$ cat config.mk
export PLATFORM = sky130hd
export DESIGN_NAME = lcd_write_sequencer
export DESIGN_NICKNAME = d
export VERILOG_FILES = /design/src/rtl/lcd_write_sequencer.sv
export SDC_FILE = /design/constraint.sdc
export NUM_CORES = 1
export LEC_CHECK = 0
export CAP_MARGIN = 5
export CORE_MARGIN = 3
export CORE_UTILIZATION = 49
export DETAILED_ROUTE_END_ITERATION = 16
export PLACE_DENSITY = 0.9
export SLEW_MARGIN = 40
export SYNTH_ARGS = -nofsm -noshare
export SYNTH_HDL_FRONTEND = slang
export SYNTH_SLANG_ARGS = --single-unit
$ cat constraint.sdc
create_clock -name clk -period 3.6 [get_ports clk]
set_clock_uncertainty 0.05 [all_clocks]
set_input_delay 0.72 -clock clk [delete_from_list [all_inputs] [get_ports clk]]
set_output_delay 0.72 -clock clk [all_outputs]
set_load 0.02 [all_outputs]
$ cat src/rtl/lcd_write_sequencer.sv
// Nios II multi-cycle custom instruction that performs one HD44780 write per issue.
// It owns the RS/RW/E timing and the execution wait. Define LCD_INIT_EN to add the power-up init sequence.
module lcd_write_sequencer #(
  parameter int T_SETUP     = 2,
  parameter int T_EN_HIGH   = 12,
  parameter int T_HOLD      = 2,
  parameter int T_EXEC      = 2000,
  parameter int T_EXEC_LONG = 82000,
  parameter int T_POWERUP   = 750000,
  parameter int CNT_W       = 20
) (
  input  logic        clk,
  input  logic        reset,
  input  logic        clk_en,
  input  logic        start,
  input  logic [31:0] dataa,
  output logic [31:0] result,
  output logic        done,
  output logic        lcd_rs,
  output logic        lcd_rw,
  output logic [7:0]  lcd_data,
  output logic        lcd_en
);

  typedef enum logic [2:0] {
    IDLE,
    SETUP,
    PULSE,
    HOLD,
    EXEC,
    DONE
`ifdef LCD_INIT_EN
    , INIT_WAIT
`endif
  } state_t;

  state_t           state, state_next;
  logic [CNT_W-1:0] cnt, cnt_next;
  logic             accept;
  logic             exec_long;
  logic             lcd_en_next;
  logic             done_next;

`ifdef LCD_INIT_EN
  logic [2:0] init_idx, init_idx_next;
  logic       init_active, init_active_next;
  logic       init_load;

  function automatic logic [7:0] init_byte(input logic [2:0] idx);
    case (idx)
      3'd0, 3'd1, 3'd2: init_byte = 8'h38;
      3'd3:             init_byte = 8'h0C;
      3'd4:             init_byte = 8'h06;
      default:          init_byte = 8'h01;
    endcase
  endfunction
`endif

  // The upper operand bits carry nothing, and T_POWERUP is only consumed by the init build.
  logic unused_ok;
  assign unused_ok = ^{dataa[31:9], CNT_W'(T_POWERUP)};

  assign lcd_rw = 1'b0;

  // Clear Display (0x01) and Return Home (0x02/0x03) need the long execution time.
  assign exec_long = !lcd_rs && (lcd_data[7:1] == 7'd0);

  // NOTE: every signal that this block assigns gets a default first. Otherwise a path that
  // skips the assignment infers a latch.
  always_comb begin
    state_next = state;
    cnt_next   = cnt;
    accept     = 1'b0;
`ifdef LCD_INIT_EN
    init_load        = 1'b0;
    init_idx_next    = init_idx;
    init_active_next = init_active;
`endif
    case (state)
      IDLE: begin
        if (start) begin
          accept     = 1'b1;
          state_next = SETUP;
          cnt_next   = CNT_W'(T_SETUP - 1);
        end
      end
      SETUP: begin
        if (cnt == '0) begin
          state_next = PULSE;
          cnt_next   = CNT_W'(T_EN_HIGH - 1);
        end else begin
          cnt_next = cnt - CNT_W'(1);
        end
      end
      PULSE: begin
        if (cnt == '0) begin
          state_next = HOLD;
          cnt_next   = CNT_W'(T_HOLD - 1);
        end else begin
          cnt_next = cnt - CNT_W'(1);
        end
      end
      HOLD: begin
        if (cnt == '0) begin
          state_next = EXEC;
          cnt_next   = exec_long ? CNT_W'(T_EXEC_LONG - 1) : CNT_W'(T_EXEC - 1);
        end else begin
          cnt_next = cnt - CNT_W'(1);
        end
      end
      EXEC: begin
        if (cnt == '0) begin
`ifdef LCD_INIT_EN
          // Init writes chain straight into the next write and never report done.
          if (init_active) begin
            if (init_idx == 3'd5) begin
              state_next       = IDLE;
              init_active_next = 1'b0;
            end else begin
              init_load     = 1'b1;
              init_idx_next = init_idx + 3'd1;
              state_next    = SETUP;
              cnt_next      = CNT_W'(T_SETUP - 1);
            end
          end else begin
            state_next = DONE;
          end
`else
          state_next = DONE;
`endif
        end else begin
          cnt_next = cnt - CNT_W'(1);
        end
      end
      DONE: state_next = IDLE;
`ifdef LCD_INIT_EN
      INIT_WAIT: begin
        if (cnt == CNT_W'(T_POWERUP - 1)) begin
          init_load  = 1'b1;
          state_next = SETUP;
          cnt_next   = CNT_W'(T_SETUP - 1);
        end else begin
          cnt_next = cnt + CNT_W'(1);
        end
      end
`endif
      default: state_next = IDLE;
    endcase
  end

  // E and done are registered from the next state, so they change cleanly on a clock edge.
  always_comb begin
    lcd_en_next = (state_next == PULSE);
    done_next   = (state_next == DONE);
  end

  // NOTE: sequential state uses non-blocking assignments only. Every register then samples
  // the values from before the edge, whatever order the statements are in.
  always_ff @(posedge clk or posedge reset) begin
    if (reset) begin
`ifdef LCD_INIT_EN
      state       <= INIT_WAIT;
      init_idx    <= 3'd0;
      init_active <= 1'b1;
`else
      state       <= IDLE;
`endif
      cnt         <= '0;
      lcd_en      <= 1'b0;
      done        <= 1'b0;
      lcd_rs      <= 1'b0;
      lcd_data    <= 8'h00;
      result      <= 32'h0;
    end else if (clk_en) begin
      state  <= state_next;
      cnt    <= cnt_next;
      lcd_en <= lcd_en_next;
      done   <= done_next;
      if (accept) begin
        lcd_rs   <= dataa[8];
        lcd_data <= dataa[7:0];
        result   <= {23'b0, dataa[8:0]};
      end
`ifdef LCD_INIT_EN
      init_idx    <= init_idx_next;
      init_active <= init_active_next;
      if (init_load) begin
        lcd_rs   <= 1'b0;
        lcd_data <= init_byte(init_idx_next);
      end
`endif
    end
  end

endmodule

==> metrics.md, run 1 <==
| Metric | Value |
|---|---|
| Initial Utilization | 51.6% |
| Synthesis-stage register bit count | 34 |
| Die X | between 70 and 80 microns |
| Switching power share of the total | approximately 44% |
| Register area share after synthesis | about 37% |
| Leading area contributor after synthesis | dfrtp_1 |
| Max Slew Vio Count | 0 |
| PD cells | roughly 800 mW/mm^2 |
| Setup crit end | cnt[16]$_DFFE_PP0P_ |
| Yosys warning total | 0 |
| Top_reg_cell synth | dfrtp_1 |
| Vias in the first global route | between 1500 and 2000 |
| Crit Reg-Reg Endpoint | cnt[16]$_DFFE_PP0P_ |
| Cells after DPL | around 320 |
| Worst Tran Pin Value | 512 ps |
| Root buffer cell | clkbuf_8 |
| HPWL after DPL | roughly 3600 microns |
| Fin crit share | between 70% and 80% |
| Top cell type's share of synthesized area | a little under two fifths |
| Antenna Cells | 0 |
| Period minus WS final | 2780 ps |
| Die H | around 74 microns |
| First-pass GRT wire length | 8280 microns |
| Crit path kind | reg -> reg |
| Post-CTS Setup Bufs | 0 |
| CTS max path bufs | 2 |
| Fmax | around 0.36 GHz |
| Largest cells by area after synthesis | dfrtp_1 (37%), buf_4 (11%), mux2_2 (4.4%), xnor2_1 (4.2%), nor2_1 (3.4%) |
| Reg2Reg Launch Point | cnt[10]$_DFFE_PP0P_ |
| Drt drc | 0 |
| Routed Antenna Nets | 0 |
| Synthesized cell area | 0.00229 sq mm |
| CTS Hold Buffers Added | 0 |
| Clock power share | approximately 14% |
| Combinational power share | around half |
| Number of antenna violations at the first check in global routing | 0 |
| CTS tree | done |
| Drt pass-1 iters | 5 |
| CTS Buf Count | 5 |
| I/O Pins | 80 |
| Die area | roughly 0.0055 sq mm |
| Worst path cell trace | or4_1, nor3b_1, nand2_1, nor4_1, a21oi_1, o2bb2ai_1 |
| Pint | 0.00115 W |
| Post-DR vias/cell | around 5.7 |
| Post-route insts no fill | 327 |
| Num Clock Sinks | 34 |
| Setup_tns | 0 ps |
| H-tree levels | 2 |
| Min-Delay Path Class | reg -> reg |
| RSZ-0062 raised after global routing | no |
| Normalized max-slew margin | ~66% |
| CORE AREA | 0.00444 sq mm |
| Via count | between 1500 and 2000 |
| Ratio of cells with drive above 1 in the final layout | a little over a tenth |
| Fillers | roughly 380 |
| Drt wl/cell | roughly 15 microns |
| Top cells by count, synth | buf_4 (35), dfrtp_1 (34), nor2_1 (21) |
| Reg2reg setup slack | approximately 820 ps |
| Synth Area per Inst | 9.03 sq um |
| P&R area growth vs syn | 11.7% |
| FF-to-FF path depth | 6 |
| Layout net count | around 310 |
| Crit end category | register |
| EDFF count, synth | 0 |
| Largest net degree at the start of global routing | 35 |
| Worst ir drop on vdd | 0.000490 V |
| DR iter-0 viols | about 160 |
| Critical Path RT | 3770 ps |
| Synth cell types | 46 |
| CTS resizes | 0 |
| Total track usage | between 10% and 20% |
| Final Hold Fails | 0 |
| Syn Inst Count | 254 |
| Seq pwr share | between 30% and 40% |
| CP startpoint | cnt[10]$_DFFE_PP0P_ |
| Type of origin of the critical path | register |
| Clk_lat worst skew | slightly below 300 ps |
| Slowest stage delay, CP | 610 ps |
| Global route overflow | 0 |
| Leakage | roughly 1.1 nW |
| CP Data Arrival Time | 2940 ps |
| Highest-delay cell along the critical path | or4_1 |
| Placer congestion estimate | roughly 0.86 |
| Most frequent cell after synthesis | buf_4 |
| Setup violators final | 0 |
| Final wirelength | around 4900 microns |
| Status | finished clean |
| CP max FO | 13 |
| Rows | 24 |
| Worst-path clk slew | around 70 ps |
| I/O Buffers | 32 |
| Switching Power | ~0.00089 W |
| Max-cap violations | 0 |
| Post-synth ARST share | 100% |
-- cell families (layout without fill, tap and decap cells) --
kind of cell | Yosys count | count (layout) | share of synthesized area, %
simple gates | 88 | 88 | 21.3
compound gates | 53 | 53 | 15.2
buf+inv | 53 | 51 | 15.3
flops | 34 | 34 | 37.1
xor+xnor | 13 | 13 | 4.96
mux | 10 | 10 | 4.86
fa+ha+maj | 2 | 2 | 1.09
other cells | 1 | 24 | 0.164
-- area by class of cell --
class / instances / area [sq um] / share of cell area, %
Multi-Input combinational cell: 190 / 1180 / 46.0
Clock buffer: 7 / 86.3 / 3.37
Timing Repair Buffer: 36 / 350 / 13.7
Sequential cell: 34 / 851 / 33.2
Clock inverter: 1 / 5.00 / 0.195
Inverter: 7 / 26.3 / 1.03
Tap cell: 52 / 65.1 / 2.54
-- power by group through the flow --
| stage | Combinational, W | Clock [W] | Sequential (W) |
|---|---|---|---|
| floorplan | 0.000747 | 0 | 0.000722 |
| global placement | 0.000992 | 0 | 0.000710 |
| detailed placement | 0.00103 | 0 | 0.000722 |
| CTS | 0.00103 | 0.000298 | 0.000716 |
| global route | 0.00112 | 0.000315 | 0.000750 |
| finish | 0.00103 | 0.000294 | 0.000722 |
-- cell usage in the layout, fill, tap and decap left out, types with 6 or more instances in the layout --
master and instances:
nand2_1 17, o21ai_0 13, nor2_1 21, nor4_1 11, mux2_2 9, clkbuf_8 6
a21oi_1 13, xnor2_1 11, clkdlybuf4s50_1 32, or3_1 6, conb_1 24, inv_1 7
nor3_1 7, dfrtp_1 34
-- per-layer routing --
| metal | part of all wire (%) | routed length (microns) | vias up | global-route usage (%) |
|---|---|---|---|---|
| met5 | 0 | 0 | - | 0 |
| met4 | 1.9 | 95 | 0 | 8.89 |
| met3 | 5.5 | 270 | 7 | 2.84 |
| met2 | 51 | 2510 | 65 | 31.8 |
| met1 | 42 | 2070 | 902 | 26.4 |
| li1 | - | - | 883 | - |
-- registers in the layout (all words and copies together), names as in the netlist --
name,flops
state,3
lcd_data,7
done,1
lcd_rs,1
lcd_en,1
cnt,20
result,1
-- metrics by stage --
| step | util (%) | area, sq um | worst slack [ps] | total power (W) | hold WS, ps |
|---|---|---|---|---|---|
| finish | 57.7 | 2560 | 820 | 0.00204 | 427 |
| global route | 57.7 | 2560 | 669 | 0.00219 | 463 |
| CTS | 57.7 | 2560 | 853 | 0.00205 | 432 |
| detailed placement | 55.6 | 2470 | 621 | 0.00175 | 420 |
| global placement | 55.6 | 2470 | 663 | 0.00170 | 410 |
| floorplan | - | 2380 | 1230 | 0.00147 | 390 |
-- worst min path at each step --
stage | start | endpoint | slack, ps | depth (start not counted)
detailed placement | cnt[7]$_DFFE_PP0P_ | cnt[7]$_DFFE_PP0P_ | 420 | 1
floorplan | cnt[7]$_DFFE_PP0P_ | cnt[7]$_DFFE_PP0P_ | 390 | 1
finish | cnt[7]$_DFFE_PP0P_ | cnt[7]$_DFFE_PP0P_ | 430 | 1
global route | cnt[7]$_DFFE_PP0P_ | cnt[7]$_DFFE_PP0P_ | 460 | 1
CTS | cnt[7]$_DFFE_PP0P_ | cnt[7]$_DFFE_PP0P_ | 430 | 1
global placement | cnt[7]$_DFFE_PP0P_ | cnt[7]$_DFFE_PP0P_ | 410 | 1
-- critical path: cells and delay by family, from the launching register on --
family / cells / cell delay [ps]
and+or+nand+nor: 4 / 1950
DFF: 1 / 450
AOI/OAI and AO/OA: 2 / 250
(Power assumes the default switching activity.)
==> inputs of run 2 (changes only) <==
- CORE_UTILIZATION: 49 -> 41
- PLACE_DENSITY: 0.9 -> 0.81
- clock period: 3.6 -> 2.3 ns (I/O delays scaled with it)
==> run 2 against run 1 <==
Against the previous run: non-clock buffer count up 35; critical endpoint is now cnt[10]$_DFFE_PP0P_; utilization up 0.13 points; critical path type unchanged; combinational power up 120%; global-route usage down 1.4 points; worst setup slack worse by 820 ps; sequential cell count unchanged; hold slack better by 21 ps; highest routed layer unchanged; clock-buffer cell count down 1; first-iteration DRC count down 20%; maximum frequency up 21%; die area up 18%; cell area up 19%.
==> metrics.md, run 2 (same netlist as run 1, synthesis figures left out) <==
| Metric | Value |
|---|---|
| Status | finished clean |
| Max reg flops | 20 |
| CORE AREA | around 0.0053 sq mm |
| H-tree levels | 2 |
| CTS tree | done |
| Worst Tran Pin Value | 685 ps |
| Max Slew Vio Count | 0 |
| Reg2reg setup slack | about 0.38 ps |
| Via count | around 2100 |
| Crit Reg-Reg Endpoint | cnt[10]$_DFFE_PP0P_ |
| CTS max path bufs | 2 |
| Fmax | around 0.43 GHz |
| Critical Path RT | approximately 2400 ps |
| PD cells | between 1000 and 1500 mW/mm^2 |
| Worst ir drop on vdd | just under 0.0007 V |
| Drt pass-1 iters | 6 |
| Period minus WS final | 2300 ps |
| Post-DR vias/cell | approximately 5.5 |
| Final Hold Fails | 0 |
| Cell Area, Placed | between 0.002 and 0.003 sq mm |
| Largest net degree at the start of global routing | 35 |
| Routed Antenna Nets | 0 |
| Crit end category | register |
| Clk_lat worst skew | approximately 290 ps |
| Commonest cells after routing, fill and taps aside | buf_4 (36), dfrtp_1 (34), clkdlybuf4s50_1 (32), conb_1 (24), nor2_1 (19) |
| Leakage | roughly 1.3 nW |
| Num Clock Sinks | 34 |
| Rows | 26 |
| Reg2Reg Launch Point | cnt[6]$_DFFE_PP0P_ |
| CTS Buf Count | 5 |
| Min-Delay Path Class | reg -> reg |
| Crit path kind | reg -> reg |
| Root buffer cell | clkbuf_8 |
| CP Data Arrival Time | 2440 ps |
| Hold_sp | done$_DFFE_PP0P_ |
| Commonest non-fill, non-tap cell in the layout | buf_4 |
| Biggest regs | cnt x20, lcd_data x7, state x3 |
| P&R area growth vs syn | 32.8% |
| Setup_tns | 0 ps |
| HPWL after DPL | around 3900 microns |
| Drt wl/cell | 16.4 microns |
| Worst-path clk slew | around 70 ps |
| Pre-CTS worst setup slack | -175 ps |
| Drt drc | 0 |
| Fin Hold WS | between 400 and 500 ps |
| Normalized max-slew margin | roughly 54% |
| Vias in the first global route | around 2000 |
| Initial Utilization | 43.5% |
| Type of origin of the critical path | register |
| Total track usage | a little under a fifth |
| FF-to-FF path depth | 7 |
| Layout net count | 348 |
| Antenna Cells | 0 |
| Fin crit share | between 90% and 100% |
| CP max FO | 4 |
| Number of antenna violations at the first check in global routing | 0 |
| DR iter-0 viols | approximately 130 |
| I/O Buffers | 32 |
| Die X | roughly 81 microns |
| RSZ-0062 raised after global routing | yes |
| Worst Hold End | done$_DFFE_PP0P_ |
| Finished Cell Area | 0.00305 sq mm |
| Die H | 80.8 microns |
| Ratio of cells with drive above 1 in the final layout | a little under a third |
| CTS Hold Buffers Added | 0 |
| Max-cap violations | 0 |
| Placer congestion estimate | 0.911 |
| First-pass GRT wire length | approximately 9000 microns |
| Top reg by flops | cnt |
| Final wirelength | roughly 6200 microns |
| Final core occ | 57.8% |
| Min setup slack post-route | around 0.38 ps |
| Die area | between 0.006 and 0.007 sq mm |
| I/O Pins | 80 |
| Cells on Worst Hold Path | 1 |
| Setup violators final | 0 |
| Global route overflow | 0 |
-- run 2: area by class of cell --
| class | count | area [sq um] |
|---|---|---|
| Sequential cell | 34 | 851 |
| Clock inverter | 1 | 30.0 |
| Timing Repair Buffer | 71 | 628 |
| Inverter | 7 | 26.3 |
| Tap cell | 70 | 87.6 |
| Clock buffer | 6 | 82.6 |
| Multi-Input combinational cell | 191 | 1340 |
| Fill cell | 437 | 2220 |
-- run 2: power by group --
group | switching (W) | leakage, nW | total (W) | internal [W]
combinational | 0.00119 | 0.821 | 0.00227 | 0.00108
sequential | 0.000218 | 0.434 | 0.00105 | 0.000833
clock | 0.000215 | 0.0573 | 0.000561 | 0.000347
total | 0.00162 | 1.31 | 0.00388 | 0.00226
-- run 2: how the worst max path moves through the flow --
| stage | end | slack (ps) | depth (start not counted) | from |
|---|---|---|---|---|
| floorplan | cnt[12]$_DFFE_PP0P_ | -50 | 9 | cnt[0]$_DFFE_PP0P_ |
| global placement | cnt[8]$_DFFE_PP0P_ | -130 | 6 | start |
| detailed placement | cnt[9]$_DFFE_PP0P_ | -180 | 6 | start |
| CTS | cnt[9]$_DFFE_PP0P_ | 9 | 8 | cnt[12]$_DFFE_PP0P_ |
| global route | cnt[10]$_DFFE_PP0P_ | -190 | 7 | cnt[6]$_DFFE_PP0P_ |
| finish | cnt[10]$_DFFE_PP0P_ | 0.4 | 7 | cnt[6]$_DFFE_PP0P_ |
-- run 2: worst max-delay path, stage by stage (launching register included) --
cell,delay (ps)
dfrtp_1,380
or4_4,590
nor4_4,340
nand2_1,130
buf_4,170
o21ai_1,180
a21oi_1,110
a311oi_1,250
-- run 2: metal layers --
metal	global-route usage, %	vias up	wire (microns)
met3	4.43	17	500
met1	22.7	1018	2430
met2	31.3	101	3120
li1	-	957	-
met5	0	-	0
met4	6.25	0	170
-- run 2: metrics by stage --
| step | std cells | power (W) |
|---|---|---|
| 2_1_floorplan | 277 | 0.00231 |
| 3_3_place_gp | 369 | 0.00296 |
| 3_5_place_dp | 369 | 0.00304 |
| 4_1_cts | 377 | 0.00367 |
| 5_1_grt | 380 | 0.00412 |
| 6_report | 380 | 0.00388 |
-- run 2: timing repair --
action | 4_1_cts | 5_1_grt
gates cloned | 0 | 1
setup endpoints to repair | 22 | 22
setup buffers | 1 | 2
pin swaps | 3 | 22
resized for setup | 7 | 34
